### config.mk
export PLATFORM = sky130hd
export DESIGN_NAME = trap_ctrl_flat
export DESIGN_NICKNAME = d
export VERILOG_FILES = /design/src/rtl/trap_ctrl_if.sv /design/src/rtl/trap_ctrl.sv /design/src/flat_wrapper.sv
export SDC_FILE = /design/constraint.sdc
export NUM_CORES = 1
export LEC_CHECK = 0
export CORE_MARGIN = 5
export CORE_UTILIZATION = 45
export DETAILED_ROUTE_END_ITERATION = 6
export GPL_TIMING_DRIVEN = 0
export HOLD_SLACK_MARGIN = 0.06
export PLACE_DENSITY = 0.86
export SETUP_SLACK_MARGIN = 0.5
export SYNTH_ARGS = -nofsm -noshare
export SYNTH_HDL_FRONTEND = slang
export SYNTH_SLANG_ARGS = --single-unit
### constraint.sdc
create_clock -name clk -period 6 [get_ports clk]
set_input_delay 1.8 -clock clk [delete_from_list [all_inputs] [get_ports clk]]
set_output_delay 1.8 -clock clk [all_outputs]
set_load 0.02 [all_outputs]
### src/rtl/trap_ctrl_if.sv
// trap_ctrl_if: bundle of the signals exchanged between the execute stage,
// the CSR register file and the trap sequencer.
//   slave  : seen by trap_ctrl (requests and CSR contents in; CSR write port,
//            busy and redirect out)
//   master : seen by the surrounding core / CSR file (the opposite directions)
interface trap_ctrl_if;
  logic        exc_req;
  logic [3:0]  exc_cause;
  logic [31:0] exc_pc;
  logic [31:0] exc_tval;
  logic        mret_req;
  logic        irq_ok;
  logic [31:0] irq_pc;
  logic        int_pending;
  logic [31:0] csr_mstatus;
  logic [31:0] csr_mtvec;
  logic [31:0] csr_mepc;
  logic        ins_wreq;
  logic [3:0]  ins_windex;
  logic [31:0] ins_wdata;
  logic        csr_wreq;
  logic [3:0]  csr_windex;
  logic [31:0] csr_wdata;
  logic        busy;
  logic        redirect_valid;
  logic [31:0] redirect_pc;

  modport slave (
    input  exc_req, exc_cause, exc_pc, exc_tval, mret_req,
    input  irq_ok, irq_pc, int_pending,
    input  csr_mstatus, csr_mtvec, csr_mepc,
    input  ins_wreq, ins_windex, ins_wdata,
    output csr_wreq, csr_windex, csr_wdata,
    output busy, redirect_valid, redirect_pc
  );

  modport master (
    output exc_req, exc_cause, exc_pc, exc_tval, mret_req,
    output irq_ok, irq_pc, int_pending,
    output csr_mstatus, csr_mtvec, csr_mepc,
    output ins_wreq, ins_windex, ins_wdata,
    input  csr_wreq, csr_windex, csr_wdata,
    input  busy, redirect_valid, redirect_pc
  );
endinterface

### src/rtl/trap_ctrl.sv
// trap_ctrl: machine-mode trap sequencer.
// Accepts an exception, an enabled external interrupt or an MRET while idle,
// then serialises MEPC/MCAUSE/MTVAL/MSTATUS writes onto the single CSR write
// port and finishes with a one-cycle PC redirect. While idle, CSR-instruction
// writes pass straight through to the write port.
// Ports:
//   clk   clock
//   rstn  asynchronous active-low reset
//   bus   trap_ctrl_if.slave: execute-stage requests, current CSR contents,
//         CSR-instruction write in; CSR write port, busy, redirect out
module trap_ctrl (
  input  logic         clk,
  input  logic         rstn,
  trap_ctrl_if.slave   bus
);

  localparam logic [3:0]  IDX_MSTATUS = 4'd0;
  localparam logic [3:0]  IDX_MEPC    = 4'd1;
  localparam logic [3:0]  IDX_MCAUSE  = 4'd2;
  localparam logic [3:0]  IDX_MTVAL   = 4'd3;
  localparam logic [31:0] IRQ_CAUSE   = 32'h8000_000B;
  localparam logic [31:0] IRQ_VEC_OFS = 32'd44;

  typedef enum logic [2:0] {
    IDLE, W_EPC, W_CAUSE, W_TVAL, W_STATUS, REDIR
  } state_t;

  state_t      state;
  logic [31:0] epc_q;
  logic [31:0] tval_q;
  logic [3:0]  cause_q;
  logic        is_int_q;
  logic        is_mret_q;
  logic        busy_q;
  logic        redir_vld_q;
  logic [31:0] redir_pc_q;
  logic        irq_take;
  logic [31:0] target;

  // Trap entry: stash MIE in MPIE, disable interrupts, MPP = M.
  function automatic logic [31:0] trap_status(input logic [31:0] s);
    logic [31:0] r;
    r        = s;
    r[7]     = s[3];
    r[3]     = 1'b0;
    r[12:11] = 2'b11;
    return r;
  endfunction

  // MRET: restore MIE from MPIE, set MPIE, MPP stays M (only mode we have).
  function automatic logic [31:0] mret_status(input logic [31:0] s);
    logic [31:0] r;
    r        = s;
    r[3]     = s[7];
    r[7]     = 1'b1;
    r[12:11] = 2'b11;
    return r;
  endfunction

  // Vectored mode only offsets interrupts; exceptions always go to the base.
  function automatic logic [31:0] trap_target(input logic [31:0] tvec,
                                              input logic        is_int);
    logic [31:0] base;
    base = tvec & 32'hFFFF_FFFC;
    if (tvec[1:0] == 2'b01 && is_int)
      return base + IRQ_VEC_OFS;
    return base;
  endfunction

  assign irq_take = bus.int_pending & bus.csr_mstatus[3] & bus.irq_ok;

  always_ff @(posedge clk or negedge rstn) begin
    if (!rstn) begin
      state       <= IDLE;
      epc_q       <= '0;
      tval_q      <= '0;
      cause_q     <= '0;
      is_int_q    <= 1'b0;
      is_mret_q   <= 1'b0;
      busy_q      <= 1'b0;
      redir_vld_q <= 1'b0;
      redir_pc_q  <= '0;
    end else begin
      case (state)
        IDLE: begin
          if (bus.exc_req) begin
            epc_q     <= bus.exc_pc;
            cause_q   <= bus.exc_cause;
            tval_q    <= bus.exc_tval;
            is_int_q  <= 1'b0;
            is_mret_q <= 1'b0;
            busy_q    <= 1'b1;
            state     <= W_EPC;
          end else if (irq_take) begin
            epc_q     <= bus.irq_pc;
            cause_q   <= '0;
            tval_q    <= '0;
            is_int_q  <= 1'b1;
            is_mret_q <= 1'b0;
            busy_q    <= 1'b1;
            state     <= W_EPC;
          end else if (bus.mret_req) begin
            is_int_q  <= 1'b0;
            is_mret_q <= 1'b1;
            busy_q    <= 1'b1;
            state     <= W_STATUS;
          end
        end
        W_EPC:    state <= W_CAUSE;
        W_CAUSE:  state <= W_TVAL;
        W_TVAL:   state <= W_STATUS;
        W_STATUS: begin
          redir_vld_q <= 1'b1;
          state       <= REDIR;
        end
        REDIR: begin
          redir_pc_q  <= target;
          redir_vld_q <= 1'b0;
          busy_q      <= 1'b0;
          state       <= IDLE;
        end
        default: state <= IDLE;
      endcase
    end
  end

  // Targets are computed from the CSR values present in REDIR so that the
  // MSTATUS write of the previous cycle (and any earlier ones) is visible.
  assign target = is_mret_q ? (bus.csr_mepc & 32'hFFFF_FFFC)
                            : trap_target(bus.csr_mtvec, is_int_q);

  // Write port: instruction passthrough in IDLE, sequencer data otherwise.
  // MSTATUS data is built from the live CSR value so a CSR-instruction write
  // made in the accept cycle is not lost.
  always_comb begin
    bus.csr_wreq   = bus.ins_wreq;
    bus.csr_windex = bus.ins_windex;
    bus.csr_wdata  = bus.ins_wdata;
    case (state)
      W_EPC: begin
        bus.csr_wreq   = 1'b1;
        bus.csr_windex = IDX_MEPC;
        bus.csr_wdata  = epc_q;
      end
      W_CAUSE: begin
        bus.csr_wreq   = 1'b1;
        bus.csr_windex = IDX_MCAUSE;
        bus.csr_wdata  = is_int_q ? IRQ_CAUSE : {28'd0, cause_q};
      end
      W_TVAL: begin
        bus.csr_wreq   = 1'b1;
        bus.csr_windex = IDX_MTVAL;
        bus.csr_wdata  = is_int_q ? 32'd0 : tval_q;
      end
      W_STATUS: begin
        bus.csr_wreq   = 1'b1;
        bus.csr_windex = IDX_MSTATUS;
        bus.csr_wdata  = is_mret_q ? mret_status(bus.csr_mstatus)
                                   : trap_status(bus.csr_mstatus);
      end
      REDIR: begin
        bus.csr_wreq   = 1'b0;
        bus.csr_windex = '0;
        bus.csr_wdata  = '0;
      end
      default: ;
    endcase
  end

  assign bus.busy           = busy_q;
  assign bus.redirect_valid = redir_vld_q;
  assign bus.redirect_pc    = (state == REDIR) ? target : redir_pc_q;

endmodule

### src/flat_wrapper.sv
// flat-port wrapper written by rule: the top's interface ports become plain ports
module trap_ctrl_flat 
  (clk, rstn, bus_exc_req, bus_exc_cause, bus_exc_pc, bus_exc_tval, bus_mret_req, bus_irq_ok, bus_irq_pc, bus_int_pending, bus_csr_mstatus, bus_csr_mtvec, bus_csr_mepc, bus_ins_wreq, bus_ins_windex, bus_ins_wdata, bus_csr_wreq, bus_csr_windex, bus_csr_wdata, bus_busy, bus_redirect_valid, bus_redirect_pc);
  trap_ctrl_if bus_i ();
  input  logic clk;
  input  logic rstn;
  input wire logic [$bits(bus_i.exc_req)-1:0] bus_exc_req;
  input wire logic [$bits(bus_i.exc_cause)-1:0] bus_exc_cause;
  input wire logic [$bits(bus_i.exc_pc)-1:0] bus_exc_pc;
  input wire logic [$bits(bus_i.exc_tval)-1:0] bus_exc_tval;
  input wire logic [$bits(bus_i.mret_req)-1:0] bus_mret_req;
  input wire logic [$bits(bus_i.irq_ok)-1:0] bus_irq_ok;
  input wire logic [$bits(bus_i.irq_pc)-1:0] bus_irq_pc;
  input wire logic [$bits(bus_i.int_pending)-1:0] bus_int_pending;
  input wire logic [$bits(bus_i.csr_mstatus)-1:0] bus_csr_mstatus;
  input wire logic [$bits(bus_i.csr_mtvec)-1:0] bus_csr_mtvec;
  input wire logic [$bits(bus_i.csr_mepc)-1:0] bus_csr_mepc;
  input wire logic [$bits(bus_i.ins_wreq)-1:0] bus_ins_wreq;
  input wire logic [$bits(bus_i.ins_windex)-1:0] bus_ins_windex;
  input wire logic [$bits(bus_i.ins_wdata)-1:0] bus_ins_wdata;
  output wire logic [$bits(bus_i.csr_wreq)-1:0] bus_csr_wreq;
  output wire logic [$bits(bus_i.csr_windex)-1:0] bus_csr_windex;
  output wire logic [$bits(bus_i.csr_wdata)-1:0] bus_csr_wdata;
  output wire logic [$bits(bus_i.busy)-1:0] bus_busy;
  output wire logic [$bits(bus_i.redirect_valid)-1:0] bus_redirect_valid;
  output wire logic [$bits(bus_i.redirect_pc)-1:0] bus_redirect_pc;
  assign bus_i.exc_req = bus_exc_req;
  assign bus_i.exc_cause = bus_exc_cause;
  assign bus_i.exc_pc = bus_exc_pc;
  assign bus_i.exc_tval = bus_exc_tval;
  assign bus_i.mret_req = bus_mret_req;
  assign bus_i.irq_ok = bus_irq_ok;
  assign bus_i.irq_pc = bus_irq_pc;
  assign bus_i.int_pending = bus_int_pending;
  assign bus_i.csr_mstatus = bus_csr_mstatus;
  assign bus_i.csr_mtvec = bus_csr_mtvec;
  assign bus_i.csr_mepc = bus_csr_mepc;
  assign bus_i.ins_wreq = bus_ins_wreq;
  assign bus_i.ins_windex = bus_ins_windex;
  assign bus_i.ins_wdata = bus_ins_wdata;
  assign bus_csr_wreq = bus_i.csr_wreq;
  assign bus_csr_windex = bus_i.csr_windex;
  assign bus_csr_wdata = bus_i.csr_wdata;
  assign bus_busy = bus_i.busy;
  assign bus_redirect_valid = bus_i.redirect_valid;
  assign bus_redirect_pc = bus_i.redirect_pc;
  trap_ctrl u_core (.clk(clk), .rstn(rstn), .bus(bus_i));
endmodule
=== Yosys cells after proc, flatten, opt, wreduce, memory -nomap -nowiden ===
Cells that the tools add are included.

* Add/sub/neg operators: 1
* Equal/unequal tests: 7
* Muxes and demuxes: 31
* Bitwise operators: 2
* Reductions and logical operators: 11

{| class="wikitable"
|+ Operators with widths
! cell !! count
|-
| 32-bit two-way mux || 10
|-
| 32-bit one-hot mux with 5 select lines || 1
|-
| 32-bit by 6-bit adder with 32-bit output, second input constant || 1
|-
| 4-bit one-hot mux with 4 select lines || 1
|-
| 3-bit one-hot mux with 5 select lines || 1
|-
| 1-bit two-way mux || 9
|-
| 3-bit two-way mux || 3
|-
| 4-bit two-way mux || 2
|-
| 8-bit two-way mux || 1
|-
| 3-bit by 2-bit equality test with 1-bit output, second input constant || 2
|-
| 3-bit equality test, second input constant || 2
|-
| 1-bit one-hot mux with 2 select lines || 3
|-
| 2-bit AND reduction || 3
|-
| 2-bit nonzero test || 3
|-
| 4-bit by 3-bit != test with 1-bit output, second input constant || 1
|-
| 4-bit OR reduction || 1
|-
| 3-bit by 1-bit equality test with 1-bit output, second input constant || 1
|-
| 3-bit logical NOT || 1
|-
| 3-bit nonzero test || 1
|-
| 1-bit bitwise AND || 2
|-
| 2-bit by 1-bit equality test with 1-bit output, second input constant || 1
|-
| 2-bit OR reduction || 1
|-
| 1-bit logical AND || 1
|}

* Flip-flop bits (word level): 107
* Bits of input ports: 239
* Output and inout bits: 71
* Word-level logic and storage cells: 61

=== Longest topological paths before layout ===
* Depth in word-level cells: 6
* Depth in mapped cells: 8
* Depth with buffers taken out: 7

=== Worst setup path before layout ===
OpenSTA, ideal clock, no wires.

* Path type: in2out
* From: in bus_csr_mtvec[2]
* To: out bus_redirect_pc[18]
* Data arrival time: 3.239 ns
* Required time: 4.200 ns
* Setup slack: 0.961 ns
* Stages: 8
* Path buffers: 1
* Cell sequence: inv_1 ha_1 nor2b_1 o211a_1 buf_2 nand3_1 xor2_1 o21ai_0

* Longest elaborated chain between the ends: 5

{| class="wikitable"
|+ Ends and longest elaborated chain
! what !! line !! text
|-
| start, declared || flat_wrapper.sv:16 || <nowiki>input wire logic [$bits(bus_i.csr_mtvec)-1:0] bus_csr_mtvec;</nowiki>
|-
| 32-bit by 6-bit adder with 32-bit output || trap_ctrl.sv:66 || <nowiki>return base + IRQ_VEC_OFS;</nowiki>
|-
| 32-bit two-way mux || trap_ctrl.sv:65 || <nowiki>if (tvec[1:0] == 2'b01 && is_int)</nowiki>
|-
| 32-bit two-way mux || trap_ctrl.sv:67 || <nowiki>return base;</nowiki>
|-
| 32-bit two-way mux || trap_ctrl.sv:129 || <nowiki>assign target = is_mret_q ? (bus.csr_mepc & 32'hFFFF_FFFC)</nowiki>
|-
| 32-bit two-way mux || trap_ctrl.sv:172 || <nowiki>assign bus.redirect_pc = (state == REDIR) ? target : redir_pc_q;</nowiki>
|-
| end, declared || flat_wrapper.sv:26 || <nowiki>output wire logic [$bits(bus_i.redirect_pc)-1:0] bus_redirect_pc;</nowiki>
|}

Every way passes these cells. The select of a mux whose other input is x is not followed.

=== Final worst setup path ===
* From: in bus_csr_mtvec[1]
* To: out bus_redirect_pc[17]

* Longest elaborated chain between the ends: 6

{| class="wikitable"
|+ Ends and longest elaborated chain
! what !! line
|-
| 2-bit by 1-bit equality test with 1-bit output || trap_ctrl.sv:65
|-
| 1-bit logical AND || trap_ctrl.sv:65
|-
| 1-bit two-way mux || trap_ctrl.sv:65
|-
| 32-bit two-way mux || trap_ctrl.sv:67
|-
| 32-bit two-way mux || trap_ctrl.sv:129
|-
| 32-bit two-way mux || trap_ctrl.sv:172
|}

Every way passes these cells.

==> flow_summary.yaml <==
status:
  outcome: "complete, no violations"
yosys:
  yosys_warnings: 0
  syn_avg_cell_area_um2: 8.60
  largest_area_contributor_in_the_synthesized_netlist: "dfrtp_1"
  synth_top_family_by_area: "compound AO/OA/AOI/OAI gates"
  yosys.cell_types.count: 54
  synth-async-reset-ratio_pct: 100
  post_synth_fa_ha_maj_area_fraction_pct: 0.194
  synthSimpleGateAreaFrac_pct: 17.1
  synth-edff-count: 0
  post_synth_main_area_contributors: "dfrtp_1 (41%), mux2i_1 (6.2%), a21oi_1 (5.3%)"
  ys_ff_latch: 107
  top_count_cell_post_synth: "dfrtp_1"
  net_count_synth: 991
  mux_cell_area_share_after_synthesis_pct: 6.37
  synth_compound_area_share_pct: 25.2
  post_synth_instance_area_um2: 6460
  share_of_the_synthesized_area_in_the_top_cell_type_pct: 41.5
  synth_instances: 751
  ys_top_cells_by_count: "dfrtp_1 (107), a21oi_1 (68), nand2_1 (65)"
  synth_seq_area_share_pct: 41.5
  commonest_register_cell_after_synthesis: "dfrtp_1"
  synth_xor_area_share_pct: 3.26
clock_tree:
  cts_max_level: 3
  worst_skew_pair.late_latency_ps: 360
  root_buffer: "clkbuf_16"
  clock_tree.buffer_depth: 2
  clk_pin_slew_ps: 70
  cts_tree: "done"
  clkSinkCount: 107
  cts-buffers-inserted: 9
timing:
  finClkSkew_ps: 6.80
  final.setup.worst_slack_ps: 498
  relSlewSlack_pct: 49.3
  max_slew_violation_count: 0
  hold_viol_final: 0
  final.period_utilization_pct: 91.7
  grt_setup_unrepaired: "yes"
  timing.final.setup_violations: 0
  max_slew.worst_pin.slew_ps: 761
  fin_crit_ps: 5500
  achievable-frequency_mhz: 182
global_routing:
  via_count_of_the_first_global_routing_pass: 7352
  grt_remaining_overflow: 0
  grt_start_max_net_pins: 61
  grt_first_pass_wirelength_um: 39800
  antenna_found_initial: 3
  groute.usage.overall_pct: 30.8
route:
  wirelength_um: 26800
  detail_route.drc_violations: 0
  ant_nets: 0
  route.vias.total: 7344
  drt_pre_antenna_iters: 5
  route.detailed.vias_per_inst: 5.83
  per_cell_routed_wire_length_um: 21.3
  first_iter_violations: 772
place:
  hpwl_um: 20600
  globalplace.congestion: 0.960
  dpl_worst_slack_ps: -160
  dp_cell_count: 1236
  io_buffers: 304
power:
  vdd.ir_drop.worst_uv: 333
  power_density_nw_per_um2: 482
  static-leakage-power_uw: 0.00438
  finalPower_uw: 4840
hold_path:
  min_delay_worst_endpoint: "u_core.redir_pc_q[24]$_DFF_PN0_"
  min_path_cells: 2
  hold_path.class: "register to register"
  worst_hold_startpoint: "u_core.redir_pc_q[24]$_DFF_PN0_"
worst_setup_path:
  worst_ep_required_time_ps: 4200
  path_cells: "clkdlybuf4s50_1, and3b_1, buf_4, o211a_4, buf_6, nand2_1, xor2_1, o21ai_2, clkdlybuf4s15_2"
  r2r_slack_ps: 3940
  reg2reg_from: "u_core.state[2]$_DFFE_PN0P_"
  timing.reg2reg.worst_path_depth: 5
  critical_path_peak_fanout: 10
  setup.worst_path.class: "input pin to output pin"
  timing.critical_path.arrival_ps: 3700
  worst_r2r_endpoint: "u_core.tval_q[11]$_DFFE_PN0P_"
  critPathBufInv: 4
  cp_slowest_stage_delay_ps: 410
  slowest_cp_cell: "clkdlybuf4s50_1"
  startpoint_type: "input pin"
  critical-path-top-delay-family: "buffers and inverters"
  end_kind: "output pin"
die:
  num_io_pins: 310
  start_util_pct: 46.2
  dieArea_um2: 16800
  floorplan.die.width_um: 130
  placeableCoreArea_um2: 14000
  die_y_um: 130
  fp-row-count: 43
cells_and_area:
  final_net_count: 1311
  synthToLayoutAreaGrowth_pct: 55.3
  post_layout_nonfiller_instances: 1259
  finalCoreUtilization_pct: 71.7
  final_layout_size_suffix_gt1_share_pct: 7.72
  final.fill_count: 1091
run:
  max_cap_violations: 0
## routing by layer
layer	up-vias	GRT usage, %	share of wire (%)
li1	3319	-	-
met4	2	16.1	5.2
met2	452	49.0	47
met1	3478	38.8	38
met3	93	7.90	9.9
met5	-	0	0.048
## flip-flops by register name (all words and copies together), names as in the netlist
register and flops:
u_core.is_mret_q 1, u_core.tval_q 32, u_core.cause_q 4, u_core.state 3
u_core.bus.redirect_valid 1, u_core.bus.busy 1, u_core.is_int_q 1, u_core.redir_pc_q 32
u_core.epc_q 32
## placed cells by master, fill, tap and decap left out, types with 3 or more instances in the layout
master / Yosys / routed
a31oi_1: 3 / 3
clkbuf_16: 0 / 9
xor2_1: 18 / 18
clkinv_2: 0 / 3
a211oi_1: 4 / 4
clkbuf_2: 0 / 7
diode_2: 0 / 4
o31ai_1: 3 / 3
nor2_1: 55 / 55
buf_2: 15 / 24
and3_1: 13 / 12
and2_1: 7 / 7
nand3_1: 18 / 18
nand2b_1: 3 / 3
a22oi_1: 24 / 24
a21oi_1: 68 / 68
dfrtp_1: 107 / 107
clkbuf_1: 39 / 41
dlymetal6s2s_1: 0 / 3
o211ai_1: 5 / 5
inv_1: 35 / 35
o21ai_1: 2 / 7
buf_4: 3 / 13
o21ai_0: 63 / 57
nand2_1: 65 / 65
nor3_1: 5 / 5
dlygate4sd2_1: 0 / 6
o22ai_1: 35 / 31
xnor2_1: 6 / 6
mux2i_1: 40 / 39
buf_6: 1 / 3
nand4_1: 9 / 9
clkdlybuf4s50_1: 0 / 268
buf_1: 5 / 5
a22o_1: 36 / 36
o22ai_2: 0 / 4
nor2b_1: 31 / 30
## tightest hold or removal path, cell delays in order, from the launching register on
cell and delay [ps]:
dfrtp_1 320, nand2_1 50, o221ai_2 60
## cells by family after synthesis
logic type | Yosys count
adders and majority gates | 1
buffers and inverters | 99
AOI/OAI and AO/OA | 258
xor gates and xnor gates | 24
DFF | 107
muxes | 41
and+or+nand+nor | 221
## through the flow
step	hold WS [ps]	instance area (µm²)	setup TNS, ps
floorplan	442	6460	0
global placement	452	9730	-112070
detailed placement	471	9750	-1440
CTS	485	10000	0
global route	504	10000	0
finish	475	10000	0
## worst max-delay path by stage
stage	to	from	cells after the start	slack, ps
2_1_floorplan	bus_redirect_pc[18]	bus_csr_mtvec[2]	8	960
3_3_place_gp	u_core.epc_q[21]$_DFFE_PN0P_	rstn	1	-1050
3_5_place_dp	bus_redirect_pc[14]	bus_csr_mtvec[2]	10	-160
4_1_cts	bus_redirect_pc[14]	bus_csr_mtvec[1]	9	420
5_1_grt	bus_redirect_pc[17]	bus_csr_mtvec[1]	9	430
6_report	bus_redirect_pc[17]	bus_csr_mtvec[1]	9	500
## power breakdown
group / internal (µW) / leakage [µW] / switching [µW]
combinational: 1260 / 0.00293 / 1790
clock: 290 / 0.000132 / 272
sequential: 1060 / 0.00132 / 176
## area by class of cell
| cell class | instances | area [µm²] | share of cell area, % |
|---|---|---|---|
| antenna | 4 | 10.0 | 0.0998 |
| buffer | 63 | 280 | 2.80 |
| clock buffer | 12 | 246 | 2.46 |
| clock inverter | 3 | 15.0 | 0.150 |
| inverter | 36 | 135 | 1.35 |
| multi-input combinational | 545 | 3420 | 34.1 |
| sequential | 107 | 2680 | 26.7 |
| tap | 180 | 225 | 2.25 |
| timing repair buffer | 309 | 3010 | 30.1 |
## repair_timing
action / CTS / global route
hold buffers: 0 / 0
gates cloned: 1 / 0
gates resized for setup: 97 / 46
pin swaps: 3 / 1
buffers inserted: 3 / 0
setup endpoints to repair: 30 / 26
Power figures use the tool's default switching activity.
